==> config.mk <==
export PLATFORM = sky130hd
export DESIGN_NAME = mips_wb_stage_flat
export DESIGN_NICKNAME = d
export VERILOG_FILES = /design/src/rtl/mips_wb_pkg.sv /design/src/rtl/mips_wb_stage_if.sv /design/src/rtl/mips_load_align.sv /design/src/rtl/mips_wb_stage.sv /design/src/flat_wrapper.sv
export SDC_FILE = /design/constraint.sdc
export NUM_CORES = 1
export LEC_CHECK = 0
export BUFFER_PORTS_ARGS = -buffer_cell sky130_fd_sc_hd__buf_2
export CAP_MARGIN = 10
export CORE_UTILIZATION = 55
export CTS_CLUSTER_DIAMETER = 50
export DETAILED_ROUTE_END_ITERATION = 8
export GPL_TIMING_DRIVEN = 0
export HOLD_SLACK_MARGIN = 0.06
export PLACE_DENSITY = 0.85
export SETUP_SLACK_MARGIN = 0.3
export SYNTH_ARGS = -nofsm -noshare
export SYNTH_HDL_FRONTEND = slang
export SYNTH_HIERARCHICAL = 1
export SYNTH_SLANG_ARGS = --single-unit
==> constraint.sdc <==
create_clock -name clk -period 3.95 [get_ports clk]
set_input_delay 0.1975 -clock clk [delete_from_list [all_inputs] [get_ports clk]]
set_output_delay 0.1975 -clock clk [all_outputs]
set_load 0.05 [all_outputs]
==> src/rtl/mips_wb_pkg.sv <==
// mips_wb_pkg -- shared types for the MIPS write-back stage.
//   wb_op_t          : memory/write-back operation code (9..15 illegal)
//   BE_ALL / BE_NONE : register-file byte-enable constants
//   is_load()        : true for LB..LWR (drives the load-use stall hint)
package mips_wb_pkg;

  typedef enum logic [3:0] {
    OP_NONE = 4'd0,
    OP_ALU  = 4'd1,
    OP_LB   = 4'd2,
    OP_LBU  = 4'd3,
    OP_LH   = 4'd4,
    OP_LHU  = 4'd5,
    OP_LW   = 4'd6,
    OP_LWL  = 4'd7,
    OP_LWR  = 4'd8
  } wb_op_t;

  localparam logic [3:0] BE_ALL  = 4'b1111;
  localparam logic [3:0] BE_NONE = 4'b0000;

  // LWL/LWR count as loads even when the unaligned ops are compiled out,
  // so upstream still stalls on them.
  function automatic logic is_load(input logic [3:0] op);
    return (op >= 4'(OP_LB)) && (op <= 4'(OP_LWR));
  endfunction

endpackage

==> src/rtl/mips_wb_stage_if.sv <==
// mips_wb_stage_if -- memory-stage request and register-file write bundle.
//   in_valid/in_op/in_addr_lo/in_alu_res/in_rd : instruction entering stage M
//   flush      : kill the instruction currently held in M
//   mem_rdata  : data-memory word for the instruction in M
//   Rd_addr/Rd_in/Rd_Byte_w_en : registered register-file write port
//   exc        : one-cycle misaligned/illegal pulse
//   ld_busy/ld_busy_rd : load sitting in M, for load-use stall
//   master = upstream pipeline / memory side, slave = mips_wb_stage.
interface mips_wb_stage_if;
  logic        in_valid;
  logic [3:0]  in_op;
  logic [1:0]  in_addr_lo;
  logic [31:0] in_alu_res;
  logic [4:0]  in_rd;
  logic        flush;
  logic [31:0] mem_rdata;
  logic [4:0]  Rd_addr;
  logic [31:0] Rd_in;
  logic [3:0]  Rd_Byte_w_en;
  logic        exc;
  logic        ld_busy;
  logic [4:0]  ld_busy_rd;

  modport master (
    output in_valid, in_op, in_addr_lo, in_alu_res, in_rd, flush, mem_rdata,
    input  Rd_addr, Rd_in, Rd_Byte_w_en, exc, ld_busy, ld_busy_rd
  );

  modport slave (
    input  in_valid, in_op, in_addr_lo, in_alu_res, in_rd, flush, mem_rdata,
    output Rd_addr, Rd_in, Rd_Byte_w_en, exc, ld_busy, ld_busy_rd
  );
endinterface

==> src/rtl/mips_load_align.sv <==
// mips_load_align -- combinational load data alignment.
//   op, addr_lo, alu_res, mem_rdata in -> data (unwritten lanes 0),
//   be (byte enables), err (misaligned or illegal op).
// Macro WB_LWLR_EN: when defined LWL/LWR merge partial words; otherwise
// they are reported as illegal.
module mips_load_align
  import mips_wb_pkg::*;
(
  input  logic [3:0]  op,
  input  logic [1:0]  addr_lo,
  input  logic [31:0] alu_res,
  input  logic [31:0] mem_rdata,
  output logic [31:0] data,
  output logic [3:0]  be,
  output logic        err
);

  logic [7:0]  byte_sel;
  logic [15:0] half_sel;

  always_comb begin
    byte_sel = mem_rdata[{addr_lo, 3'b000} +: 8];
    half_sel = mem_rdata[{addr_lo[1], 4'b0000} +: 16];
    data     = '0;
    be       = BE_NONE;
    err      = 1'b0;
    case (op)
      OP_NONE: be = BE_NONE;
      OP_ALU: begin data = alu_res; be = BE_ALL; end
      OP_LB:  begin data = {{24{byte_sel[7]}}, byte_sel}; be = BE_ALL; end
      OP_LBU: begin data = {24'h0, byte_sel}; be = BE_ALL; end
      OP_LH, OP_LHU: begin
        if (addr_lo[0]) err = 1'b1;
        else begin
          data = {{16{half_sel[15] & (op == 4'(OP_LH))}}, half_sel};
          be   = BE_ALL;
        end
      end
      OP_LW: begin
        if (addr_lo != 2'd0) err = 1'b1;
        else begin data = mem_rdata; be = BE_ALL; end
      end
`ifdef WB_LWLR_EN
      // LWL: low k+1 memory bytes slide up to the top of the register.
      OP_LWL: begin
        data = mem_rdata << {~addr_lo, 3'b000};
        be   = BE_ALL << ~addr_lo;
      end
      // LWR: memory bytes k..3 slide down to the bottom of the register.
      OP_LWR: begin
        data = mem_rdata >> {addr_lo, 3'b000};
        be   = BE_ALL >> addr_lo;
      end
`endif
      default: err = 1'b1;
    endcase
  end

endmodule

==> src/rtl/mips_wb_stage.sv <==
// mips_wb_stage -- two-stage memory/write-back pipeline.
//   clk, rst : single clock, synchronous active-high reset
//   bus      : mips_wb_stage_if.slave (instruction in, register-file write out)
// Stage M holds the instruction while the synchronous memory returns its
// word; stage W registers the aligned write and the exception pulse.
// Macro WB_LWLR_EN enables LWL/LWR (see mips_load_align).
module mips_wb_stage
  import mips_wb_pkg::*;
(
  input  logic              clk,
  input  logic              rst,
  mips_wb_stage_if.slave    bus
);

  logic        m_valid_q, m_valid_d;
  logic [3:0]  m_op_q, m_op_d;
  logic [1:0]  m_addr_lo_q, m_addr_lo_d;
  logic [31:0] m_alu_res_q, m_alu_res_d;
  logic [4:0]  m_rd_q, m_rd_d;

  logic [4:0]  rd_addr_q, rd_addr_d;
  logic [31:0] rd_in_q, rd_in_d;
  logic [3:0]  rd_be_q, rd_be_d;
  logic        exc_q, exc_d;

  logic [31:0] al_data;
  logic [3:0]  al_be;
  logic        al_err;
  logic        wr_live;

  mips_load_align u_align (
    .op        (m_op_q),
    .addr_lo   (m_addr_lo_q),
    .alu_res   (m_alu_res_q),
    .mem_rdata (bus.mem_rdata),
    .data      (al_data),
    .be        (al_be),
    .err       (al_err)
  );

  // M: refill every cycle; payload only loads on a real instruction.
  always_comb begin
    m_valid_d   = bus.in_valid;
    m_op_d      = bus.in_valid ? bus.in_op      : m_op_q;
    m_addr_lo_d = bus.in_valid ? bus.in_addr_lo : m_addr_lo_q;
    m_alu_res_d = bus.in_valid ? bus.in_alu_res : m_alu_res_q;
    m_rd_d      = bus.in_valid ? bus.in_rd      : m_rd_q;
  end

  // W: flush kills the M occupant on this edge. Faults report even for
  // rd=0; a clean op to r0 is silently dropped.
  always_comb begin
    wr_live   = m_valid_q && !bus.flush;
    exc_d     = wr_live && al_err;
    rd_be_d   = (wr_live && !al_err && (m_rd_q != 5'd0)) ? al_be : BE_NONE;
    rd_addr_d = (rd_be_d != BE_NONE) ? m_rd_q  : 5'd0;
    rd_in_d   = (rd_be_d != BE_NONE) ? al_data : 32'd0;
  end

  always_ff @(posedge clk) begin
    if (rst) begin
      m_valid_q   <= 1'b0;
      m_op_q      <= '0;
      m_addr_lo_q <= '0;
      m_alu_res_q <= '0;
      m_rd_q      <= '0;
      rd_addr_q   <= '0;
      rd_in_q     <= '0;
      rd_be_q     <= BE_NONE;
      exc_q       <= 1'b0;
    end else begin
      m_valid_q   <= m_valid_d;
      m_op_q      <= m_op_d;
      m_addr_lo_q <= m_addr_lo_d;
      m_alu_res_q <= m_alu_res_d;
      m_rd_q      <= m_rd_d;
      rd_addr_q   <= rd_addr_d;
      rd_in_q     <= rd_in_d;
      rd_be_q     <= rd_be_d;
      exc_q       <= exc_d;
    end
  end

  assign bus.Rd_addr      = rd_addr_q;
  assign bus.Rd_in        = rd_in_q;
  assign bus.Rd_Byte_w_en = rd_be_q;
  assign bus.exc          = exc_q;
  assign bus.ld_busy      = m_valid_q && is_load(m_op_q);
  assign bus.ld_busy_rd   = bus.ld_busy ? m_rd_q : 5'd0;

endmodule

==> src/flat_wrapper.sv <==
// flat-port wrapper written by rule: the top's interface ports become plain ports
module mips_wb_stage_flat import mips_wb_pkg::*;
  (clk, rst, bus_in_valid, bus_in_op, bus_in_addr_lo, bus_in_alu_res, bus_in_rd, bus_flush, bus_mem_rdata, bus_Rd_addr, bus_Rd_in, bus_Rd_Byte_w_en, bus_exc, bus_ld_busy, bus_ld_busy_rd);
  mips_wb_stage_if bus_i ();
  input  logic clk;
  input  logic rst;
  input wire logic [$bits(bus_i.in_valid)-1:0] bus_in_valid;
  input wire logic [$bits(bus_i.in_op)-1:0] bus_in_op;
  input wire logic [$bits(bus_i.in_addr_lo)-1:0] bus_in_addr_lo;
  input wire logic [$bits(bus_i.in_alu_res)-1:0] bus_in_alu_res;
  input wire logic [$bits(bus_i.in_rd)-1:0] bus_in_rd;
  input wire logic [$bits(bus_i.flush)-1:0] bus_flush;
  input wire logic [$bits(bus_i.mem_rdata)-1:0] bus_mem_rdata;
  output wire logic [$bits(bus_i.Rd_addr)-1:0] bus_Rd_addr;
  output wire logic [$bits(bus_i.Rd_in)-1:0] bus_Rd_in;
  output wire logic [$bits(bus_i.Rd_Byte_w_en)-1:0] bus_Rd_Byte_w_en;
  output wire logic [$bits(bus_i.exc)-1:0] bus_exc;
  output wire logic [$bits(bus_i.ld_busy)-1:0] bus_ld_busy;
  output wire logic [$bits(bus_i.ld_busy_rd)-1:0] bus_ld_busy_rd;
  assign bus_i.in_valid = bus_in_valid;
  assign bus_i.in_op = bus_in_op;
  assign bus_i.in_addr_lo = bus_in_addr_lo;
  assign bus_i.in_alu_res = bus_in_alu_res;
  assign bus_i.in_rd = bus_in_rd;
  assign bus_i.flush = bus_flush;
  assign bus_i.mem_rdata = bus_mem_rdata;
  assign bus_Rd_addr = bus_i.Rd_addr;
  assign bus_Rd_in = bus_i.Rd_in;
  assign bus_Rd_Byte_w_en = bus_i.Rd_Byte_w_en;
  assign bus_exc = bus_i.exc;
  assign bus_ld_busy = bus_i.ld_busy;
  assign bus_ld_busy_rd = bus_i.ld_busy_rd;
  mips_wb_stage u_core (.clk(clk), .rst(rst), .bus(bus_i));
endmodule
==> results of run 1 <==
[through the flow]
| stage | cell area (um^2) | worst slack (ns) | power, uW | hold WS [ns] |
|---|---|---|---|---|
| after floorplan | 3970 | 1.56 | 1140 | 0.273 |
| after global placement | 4710 | 1.03 | 1220 | 0.431 |
| after detailed placement | 4710 | 0.940 | 1230 | 0.438 |
| after CTS | 4890 | 0.869 | 1810 | 0.0603 |
| after global routing | 4890 | 0.593 | 1870 | 0.0603 |
| final | 4890 | 0.829 | 1800 | 0.0745 |
[power groups by stage]
stage / Clock, uW / Combinational [uW] / Sequential (uW)
floorplan: 0 / 198 / 937
global placement: 0 / 285 / 935
detailed placement: 0 / 294 / 937
CTS: 596 / 297 / 917
global route: 632 / 322 / 920
finish: 585 / 300 / 917
[worst paths after layout]
kind,endpoint,slack [ns],cells past startpoint
setup reg to reg,u_core/bus.Rd_in[15],0.83,10
hold / removal,u_core/m_alu_res_q[31],0.07,2
hold reg to reg,u_core/bus.Rd_addr[3],0.47,2
setup / recovery,u_core/bus.Rd_in[15],0.83,10
[cell usage in the layout (no fill, tap or decap), drive strengths merged]
master,netlist,routed
buf,20,144
dfxtp,86,86
nor2,50,50
mux2i,44,44
nor3b,34,34
clkbuf,13,25
inv,22,22
a221o,16,16
a32oi,13,13
o211ai,10,10
and2,9,9
nand2,9,9
mux2,8,8
o311ai,7,7
nand3,4,4
nor4b,4,4
nor2b,3,3
a21oi,3,3
nor3,3,3
clkinv,0,2
nor4bb,2,2
a22oi,2,2
clkinvlp,0,1
bufinv,0,1
or4b,1,1
o21bai,1,1
a21boi,1,1
or4,1,1
o41ai,1,1
o21a,1,1
mux4,1,1
and3,1,1
a32o,1,1
xor2,1,1
o21ai,1,1
[sequential cells by signal, indices dropped and copies added (netlist names)]
register,cells
u_core/bus.Rd_in,32
u_core/bus.Rd_Byte_w_en,4
u_core/m_rd_q,5
u_core/m_alu_res_q,32
u_core/m_addr_lo_q,2
u_core/m_op_q,4
u_core/m_valid_q,1
u_core/bus.Rd_addr,5
u_core/bus.exc,1
[cells by family (layout without fill, tap and decap cells)]
kind of cell	after synthesis	in the layout
flops	86	86
buf+inv	55	195
mux	53	53
simple gates	121	121
xor+xnor	1	1
compound gates	57	57
[final cells by class]
class / instances / area [um^2]
flip-flops and latches: 86 / 1720
clock inverters: 4 / 47.5
repair buffers: 124 / 621
plain buffers: 33 / 234
multi-input cells: 232 / 1930
fillers: 512 / 1980
well taps: 96 / 120
clock buffers: 12 / 135
inverters: 22 / 82.6
[routing by layer]
layer	global-route usage	vias to the layer above	share of wire
li1	-	1609	-
met5	0	-	0
met3	0.0682	29	0.078
met1	0.368	1593	0.42
met4	0.124	0	0.032
met2	0.464	169	0.47
==> flow_metrics.tcl, run 1 <==
set metrics [dict create \
    status "complete, no violations" \
    drive_above_1_share 0.400 \
    io_pins 127 \
    crit_type "register to register" \
    rows 30 \
    end_kind "register" \
    yosys-top-cells-count "86 x dfxtp_1, 49 x nor2_1, 44 x mux2i_1" \
    clock_skew_ns 0.0154 \
    power.switching_uw 480 \
    slew_headroom 0.462 \
    synth-compound-area-share 0.131 \
    dieArea_um2 7550 \
    detail_route.drc_violations 0 \
    ir_drop_mv 0.239 \
    syn_nets 452 \
    slew_viol_final 0 \
    cts-root-buf "clkbuf_8" \
    fin_crit_sh 0.790 \
    path_delay_family "simple AND/OR/NAND/NOR gates" \
    num_vias 3400 \
    cts_setup_buffers 0 \
    crit_path_max_fanout 10 \
    ys.flop_type "dfxtp_1" \
    core_area_um2 6870 \
    r2r-start "u_core/m_addr_lo_q[1]" \
    synth_fa_ha_area_frac 0 \
    max_freq_mhz 320 \
    antennaDiodeCount 0 \
    syn_area_um2 3970 \
    ys_seq_area_frac 0.434 \
    synth-seq-cells 86 \
    wirelength_mm 10.4 \
    pwr-share-comb 0.166 \
    cts_sinks 86 \
    synth_top_family_by_area "simple AND/OR/NAND/NOR gates" \
    clk_latency_ns 0.36 \
    cts-buffers-inserted 9 \
    die_x_um 86.9 \
    leakagePower_uw 0.00219 \
    drt-initial-drc-count 325 \
    synth.area.mux_share 0.139 \
    ys.warnings.count 6 \
    synth.most_common_cell "dfxtp_1" \
    worst_pin_slew_ns 0.805 \
    tns_ns 0 \
    synthXorXnorAreaFrac 0.00221 \
    antenna_found_initial 0 \
    first_pass_iters 5 \
    cts_resized 0 \
    postRouteAntennaNets 0 \
    hold_violations 0 \
    synthTopCellsByArea "dfxtp_1 43%, mux2i_1 11%, nor3b_2 7.9%, nor2_1 4.6%, a32oi_1 2.9%" \
    routabilityCongestion 0.966 \
    cp.required_ns 4.21 \
    p_int_uw 1320 \
    fin_cells 609 \
    rsz0062_at_grt "false" \
    viasPerCell 5.58 \
    cts_tree "yes" \
    power_density_nw_per_um2 369 \
    final-setup-viol-count 0 \
    ys_async_sr_fraction 0 \
    syn_inst 373 \
    sw_frac_of_total 0.266 \
    holdBufCountCts 0 \
    grt_remaining_overflow 0 \
    post-route-min-period_ns 3.12 \
    synth_edf_count 0 \
    finalNetCount 587 \
    ys_types 41 \
    p_seq_frac 0.509 \
    hpwl_mm 7.76 \
    slowest_delay_ns 0.49 \
    arrival_ns 3.38 \
    grt_max_degree 14 \
    avgRoutedWirePerCell_um 17.0 \
    max-clock-path-buffers 2 \
    critPathLaunchType "register" \
    die_h_um 86.9 \
    cp_cell_sequence "clkbuf_1 -> nor3_1 -> and3_1 -> buf_2 -> clkbuf_1 -> nor3_1 -> nor4b_4 -> o41ai_4 -> buf_6 -> nor3b_2" \
    min_from "rst" \
    synthToLayoutAreaGrowth_pct 23.3 \
    port_buffers 124 \
    hp-class "primary input to register" \
    grt_pass1_vias 3270 \
    critPathLaunch "u_core/m_addr_lo_q[1]" \
    path_clk_slew_ns 0.09 \
    p_clk_frac 0.325 \
    synth_largest_area_cell "dfxtp_1" \
    slowest_stage "clkbuf_1" \
    yosysTopAreaCellShare 0.434 \
    fin_util 0.712 \
    avgSynthCellArea_um2 10.6 \
    place_inst 593 \
    initial_core_util 0.577 \
    synth-simple-area-share 0.214 \
    grt_usage 0.288 \
    critPathBufInv 4 \
    htree_levels 3 \
    grt_first_pass_wirelength_mm 16.3 \
    maxCapViolCount 0 \
]
No activity file was read; power rests on OpenSTA's default activity.
==> inputs of run 2 (changes only) <==
--- a/config.mk
+++ b/config.mk
@@ -7,12 +7,12 @@
 export LEC_CHECK = 0
 export BUFFER_PORTS_ARGS = -buffer_cell sky130_fd_sc_hd__buf_2
 export CAP_MARGIN = 10
-export CORE_UTILIZATION = 55
+export CORE_UTILIZATION = 51
 export CTS_CLUSTER_DIAMETER = 50
 export DETAILED_ROUTE_END_ITERATION = 8
 export GPL_TIMING_DRIVEN = 0
 export HOLD_SLACK_MARGIN = 0.06
-export PLACE_DENSITY = 0.85
+export PLACE_DENSITY = 0.8
 export SETUP_SLACK_MARGIN = 0.3
 export SYNTH_ARGS = -nofsm -noshare
 export SYNTH_HDL_FRONTEND = slang
==> constraint.sdc (replaced) <==
create_clock -name clk -period 3.2 [get_ports clk]
set_input_delay 0.16 -clock clk [delete_from_list [all_inputs] [get_ports clk]]
set_output_delay 0.16 -clock clk [all_outputs]
set_load 0.05 [all_outputs]
==> run 2 against run 1 <==
Compared with the run above: final cell count rose by 3.6%; sequential share of layout area shrank 1.3 points; non-clock buffer count grew 20; largest power group unchanged; sequential cell count unchanged; combinational power grew 29%; clock power is 8.9% higher.
==> flow_metrics.tcl, run 2 (synthesis results as in run 1) <==
set metrics [dict create \
    status "complete, no violations" \
    arrival_ns 3.00 \
    core_area_um2 7370 \
    ir_drop_mv 0.271 \
    rows 31 \
    dp_slack_ns 0.207 \
    antennaDiodeCount 0 \
    detail_route.drc_violations 0 \
    hp-class "primary input to register" \
    fin_util 0.689 \
    antenna_found_initial 0 \
    avgRoutedWirePerCell_um 16.1 \
    viasPerCell 5.38 \
    fill_cells 591 \
    die_x_um 90.2 \
    max-clock-path-buffers 2 \
    crit_path_max_fanout 10 \
    post-route-min-period_ns 2.74 \
    fin_crit_sh 0.855 \
    final_cell_mix "132 x buf_2, 86 x dfxtp_1, 49 x nor2_1" \
    worst_pin_slew_ns 0.827 \
    final-setup-viol-count 0 \
    first_pass_iters 6 \
    maxCapViolCount 0 \
    cts-root-buf "clkbuf_8" \
    crit_type "register to register" \
    hpwl_mm 7.49 \
    routabilityCongestion 0.936 \
    grt_max_degree 14 \
    leakagePower_uw 0.00227 \
    io_pins 127 \
    tns_ns 0 \
    power_density_nw_per_um2 425 \
    cts_tree "yes" \
    htree_levels 3 \
    end_kind "register" \
    slew_viol_final 0 \
    clock_skew_ns 0.00865 \
    synthToLayoutAreaGrowth_pct 28.0 \
    drt-initial-drc-count 314 \
    final_common_cell "buf_2" \
    initial_core_util 0.538 \
    grt_first_pass_wirelength_mm 15.9 \
    postRouteAntennaNets 0 \
    setup_ws_ns 0.464 \
    cts_sinks 86 \
    finalNetCount 607 \
    path_clk_slew_ns 0.08 \
    port_buffers 124 \
    clk_latency_ns 0.34 \
    die_h_um 90.2 \
    wirelength_mm 10.2 \
    dieArea_um2 8130 \
    hold_violations 0 \
    drive_above_1_share 0.393 \
    slew_headroom 0.447 \
    num_vias 3395 \
    cts-buffers-inserted 9 \
    critPathLaunchType "register" \
    grt_pass1_vias 3254 \
    max_freq_mhz 366 \
    grt_remaining_overflow 0 \
    rsz0062_at_grt "false" \
    grt_usage 0.249 \
    cp.required_ns 3.46 \
]
run 2: cell type report:
class,count,area (um^2),share of cell area
multi-input cells,232,1930,0.381
inverters,22,82.6,0.0163
flip-flops and latches,86,1720,0.339
well taps,99,124,0.0244
clock buffers,11,131,0.0259
repair buffers,144,818,0.161
clock inverters,4,25.0,0.00493
plain buffers,33,238,0.0468
run 2: what timing repair did:
action / 4_1_cts / 5_1_grt
buffers inserted: 0 / 1
hold endpoints to repair: 21 / 0
gates resized for setup: 1 / 4
hold buffers: 19 / 0
endpoints found under the setup margin: 25 / 29
run 2: stage by stage:
stage	cells	total power (uW)	area, um^2	hold slack [ns]
finish	631	2160	5070	0.0626
global route	631	2240	5070	0.0635
CTS	630	2160	5060	0.0605
detailed placement	596	1520	4710	0.398
global placement	596	1510	4710	0.395
floorplan	373	1400	3970	0.236
run 2: critical path, cell delays in order (launching register included):
cell and delay (ns):
dfxtp_1 0.41, buf_2 0.24, nor2b_2 0.22, and3_1 0.17
buf_2 0.20, clkbuf_4 0.25, nor3_1 0.11, nor4b_4 0.41
o41ai_4 0.22, buf_6 0.21, nor3b_2 0.21
run 2: worst paths after layout:
kind                     start  slack, ns  cells past startpoint                    end
min          bus_in_alu_res[9]       0.06                      3  u_core/m_alu_res_q[9]
max           u_core/m_op_q[2]       0.46                     10   u_core/bus.Rd_in[13]
max reg2reg   u_core/m_op_q[2]       0.46                     10   u_core/bus.Rd_in[13]
min reg2reg   u_core/m_rd_q[0]       0.46                      2  u_core/bus.Rd_addr[0]
run 2: power by group:
group,internal [uW],switching [uW],total [uW]
Combinational,185,202,387
Sequential,1110,26.6,1130
Clock,276,361,637
run 2: routing by layer:
| layer | routed length, um | GRT usage | up-vias | part of all wire |
|---|---|---|---|---|
| met5 | 0 | 0 | - | 0 |
| met4 | 212 | 0.0874 | 0 | 0.021 |
| met3 | 719 | 0.0415 | 20 | 0.071 |
| met2 | 4680 | 0.405 | 178 | 0.46 |
| met1 | 4570 | 0.332 | 1544 | 0.45 |
| li1 | - | - | 1653 | - |
